<file path="config.mk">
export PLATFORM = sky130hd
export DESIGN_NAME = array_mult4
export DESIGN_NICKNAME = d
export VERILOG_FILES = /design/src/rtl/array_mult4.sv
export SDC_FILE = /design/constraint.sdc
export NUM_CORES = 1
export LEC_CHECK = 0
export BUFFER_PORTS_ARGS = -buffer_cell sky130_fd_sc_hd__buf_2
export CELL_PAD_IN_SITES_DETAIL_PLACEMENT = 1
export CELL_PAD_IN_SITES_GLOBAL_PLACEMENT = 1
export CORE_MARGIN = 5
export CORE_UTILIZATION = 34
export CTS_BUF_LIST = sky130_fd_sc_hd__clkbuf_16
export DETAILED_ROUTE_END_ITERATION = 8
export HOLD_SLACK_MARGIN = 0.02
export PLACE_DENSITY = 0.69
export SLEW_MARGIN = 40
export SYNTH_ARGS = -nofsm -noshare
export SYNTH_HDL_FRONTEND = slang
export SYNTH_SLANG_ARGS = --single-unit
</file>
<file path="constraint.sdc">
create_clock -name clk -period 0.8 [get_ports clk]
set_input_delay 0.04 -clock clk [delete_from_list [all_inputs] [get_ports clk]]
set_output_delay 0.04 -clock clk [all_outputs]
set_load 0.005 [all_outputs]
</file>
<file path="src/rtl/array_mult4.sv">
// array_mult4: 4x4 unsigned array multiplier with a registered product.
// The combinational core is an AND-gate partial-product array summed by three
// rows of half/full adder cells; a single register stage follows.

// Half adder cell: used wherever the carry-in would be a constant zero.
module array_mult4_ha (
  input  logic x,
  input  logic y,
  output logic s,
  output logic c
);
  assign s = x ^ y;
  assign c = x & y;
endmodule

// Full adder cell.
module array_mult4_fa (
  input  logic x,
  input  logic y,
  input  logic ci,
  output logic s,
  output logic c
);
  assign s = x ^ y ^ ci;
  assign c = (x & y) | (x & ci) | (y & ci);
endmodule

module array_mult4 (
  input  logic       clk,
  input  logic       rst_n,
  input  logic       in_valid,
  input  logic [3:0] a,
  input  logic [3:0] b,
  output logic [7:0] p,
  output logic       out_valid
);

  // pp[i][j] = a[j] & b[i]
  logic [3:0] pp [4];

  // Per-row adder signals for rows 1..3. row_upper is the shifted running
  // sum entering the row; row_carry[k][j] is the carry out of cell j.
  logic [3:0] row_upper [1:3];
  logic [3:0] row_sum   [1:3];
  logic [3:0] row_carry [1:3];

  logic [7:0] p_comb;

  // Partial-product AND array.
  always_comb begin
    for (int i = 0; i < 4; i++) begin
      pp[i] = a & {4{b[i]}};
    end
  end

  // The running sum entering each row drops its LSB (already a product bit)
  // and takes the previous row's final carry as its new MSB. Row 0 has no
  // carry, so row 1 sees a zero in the top position.
  assign row_upper[1] = {1'b0, pp[0][3:1]};
  assign row_upper[2] = {row_carry[1][3], row_sum[1][3:1]};
  assign row_upper[3] = {row_carry[2][3], row_sum[2][3:1]};

  genvar k, j;
  generate
    for (k = 1; k <= 3; k++) begin : g_row
      // Cell 0 of every row has no incoming carry: half adder.
      array_mult4_ha u_ha (
        .x (pp[k][0]),
        .y (row_upper[k][0]),
        .s (row_sum[k][0]),
        .c (row_carry[k][0])
      );
      for (j = 1; j < 4; j++) begin : g_cell
        array_mult4_fa u_fa (
          .x  (pp[k][j]),
          .y  (row_upper[k][j]),
          .ci (row_carry[k][j-1]),
          .s  (row_sum[k][j]),
          .c  (row_carry[k][j])
        );
      end
    end
  endgenerate

  // LSB of each row is a finished product bit; the last row supplies the top.
  assign p_comb = {row_carry[3][3], row_sum[3][3:1],
                   row_sum[3][0], row_sum[2][0], row_sum[1][0], pp[0][0]};

  // Output register: capture on in_valid, otherwise hold p and drop out_valid.
  always_ff @(posedge clk or negedge rst_n) begin
    if (!rst_n) begin
      p         <= 8'h00;
      out_valid <= 1'b0;
    end else begin
      out_valid <= in_valid;
      if (in_valid) begin
        p <= p_comb;
      end
    end
  end

endmodule

</file>
==> impl_results.md <==
- # setup viols final: 6
- Status: complete, but fails checks
- CP cell instances: buf_6, and2_4, ha_4, inv_2, fa_2, fa_1, fa_2, fa_1, inv_1, fa_2, fa_2, fa_2, mux2_4
- GRT overflow: 0
- Layout cell share with drive strength beyond 1: 55.3%
- Chip Width: 54.5 um
- Final hold slack: slightly below 0.08 ns
- Final Hold Viols: 0
- First-pass GRT wire length: 2390 um
- Synth unique cells: 10
- Sequential-to-total area share from yosys stat: 33.4%
- HPWL after DPL: between 1000 and 1500 um
- Routed len/inst: ~13 um
- Synth Area per Inst: ~12 um^2
- Clk buf depth: 2
- H-tree Lvls: 1
- Slew Viols, Final: 0
- Cell mode on critical path: fa_2
- Vias in the first global route: between 500 and 600
- Worst slew margin relative to its limit: 82.4%
- RSZ-0062 raised after global routing: yes
- Most frequent cells in the layout: 15 x buf_2, 9 x dfrtp_1, 8 x inv_1
- Clk_lat worst skew: 0.23 ns
- Commonest non-fill, non-tap cell in the layout: buf_2
- Dpl ws: -2.85 ns
- Final worst setup slack: -2.53 ns
- Max incr delay on CP: 0.48 ns
- Filler cell count: approximately 240
- Clk root buf: clkbuf_16
- Yosys reg bits: 9
- Number of setup buffers added after CTS: 0
- Mapped cell area: 674 um^2
- TritonCTS clock tree: built
- Drt drc: 0
- Failing checks: negative setup slack
- Final Net Count: 109
- I/O pin count: 20
- CP startpoint kind: primary input
- Top cell type's share of synthesized area: 33.4%
- Die H: 54.5 um
- Max FO, Critical Path: 2
- WP data arrival: ~3.5 ns
- RePlAce Congestion: 0.699
- Clock Sinks: 9
- Initial Util: a little over a third
- Vias after detailed routing: 479
- Post-DRT Antenna Nets: 0
- Pin count of the biggest net entering global routing: 11
- Core outline area: 0.00192 mm^2
- GRT Total Usage: 12.5%
- Worst slew pin tran: 0.265 ns
- Vias/cell: 4.28
- Num CTS Buffers: 3
- Slowest cell on the critical path: fa_1
- Worst Skew: 0 ns
- Port bufs: 19
- Yosys warns: 0
- Antenna fix cells: 0
- Post-route minimum period: approximately 3.3 ns
- Total wire length: 1410 um
- Worst setup EP type: flop
- Die ar.: about 0.003 mm^2
- Fmax achieved: around 0.30 GHz
- Antenna violations before repair: 0
- Fin crit share: 417%
- Detailed Route Iter0 Violations: 1
- Number of max-cap violations: 0
- 1st-pass router iterations: 4
- Cells after Synth: 55
- Top cells by area, synth: dfrtp_1 33%, fa_1 24%, mux2_4 16%
- Pwr/cell area: approximately 2000 mW/mm^2
- Clock transition at the registers of the reported paths: approximately 0.040 ns
- Hold crit path type: in2reg
- Row cnt: 16
- Area growth syn-to-layout: 48.4%
- Final Util: a little over half
- Kind of critical path: in2reg
- CP Data Required Time: 0.92 ns
- P_leak: 0.510 nW
- Top cell type by total area after synthesis: dfrtp_1
- Peak supply drop: 0.00104 V
- Post-Synthesis Net Count: between 70 and 80
-- layout make-up --
| type | instances | area (um^2) | share of cell area, % |
|---|---|---|---|
| multi-input cells | 36 | 447 | 44.6 |
| flip-flops and latches | 9 | 225 | 22.5 |
| repair buffers | 27 | 183 | 18.2 |
| clock buffers | 3 | 75.1 | 7.50 |
| inverters | 9 | 33.8 | 3.38 |
| well taps | 27 | 33.8 | 3.38 |
| clock inverters | 1 | 3.75 | 0.375 |
-- registers in the layout, indices dropped and copies added, names as in the netlist --
signal,flops
out_valid,1
p,8
-- per-layer routing --
metal | routed length [um] | track usage [%]
met5 | 0 | 0
met4 | 64 | 12.4
met3 | 73 | 2.45
met2 | 681 | 19.9
met1 | 587 | 13.3
-- final timing paths --
check                               from         to  slack (ns)  depth (start not counted)
worst max-delay path                a[0]       p[6]       -2.53                         13
worst min register to register      p[1]       p[1]        0.50                          1
worst max register to register      p[6]       p[6]        0.03                          1
min in group asynchronous          rst_n       p[6]        0.19                          2
worst min-delay path            in_valid  out_valid        0.08                          1
max in group asynchronous          rst_n  out_valid        0.44                          2
-- cells in the mapped netlist --
library cell  number
and2_1             9
buf_6              1
dfrtp_1            9
fa_1               8
ha_1               4
inv_1              9
mux2_4             7
nand2_1            6
nand3_1            1
o21ai_0            1
-- critical path: cells and delay by family --
family,cells,cell delay [ns]
adders and majority gates,8,2.85
muxes,1,0.26
buffers and inverters,3,0.15
and+or+nand+nor,1,0.14
-- per-stage QoR --
stage	instance area (um^2)	cells	TNS, ns	power (mW)
finish	1000	112	-10.89	2.03
CTS	1000	112	-10.97	2.08
global route	1000	112	-11.29	2.17
global placement	875	107	-12.79	1.14
detailed placement	875	107	-12.87	1.17
floorplan	704	55	-11.68	0.932
-- cells by family (layout without fill, tap and decap cells) --
family | count (synthesis) | in the layout | synth area share [%]
buffers and inverters | 10 | 40 | 6.68
AO/OA/AOI/OAI | 1 | 1 | 0.741
flip-flops | 9 | 9 | 33.4
multiplexers | 7 | 7 | 15.6
AND/OR/NAND/NOR | 16 | 16 | 12.4
adder cells (fa/ha/maj) | 12 | 12 | 31.2
-- where the power goes --
| part | total, mW | internal [mW] | switching (mW) |
|---|---|---|---|
| sequential | 0.612 | 0.557 | 0.0553 |
| combinational | 0.565 | 0.341 | 0.224 |
| clock | 0.857 | 0.651 | 0.205 |
-- timing repair --
action	4_1_cts	5_1_grt
endpoints found under the hold margin	9	0
resized for setup	6	0
hold buffers	1	0
setup endpoints to repair	7	9
pin swaps	2	2
(Power assumes the default switching activity.)
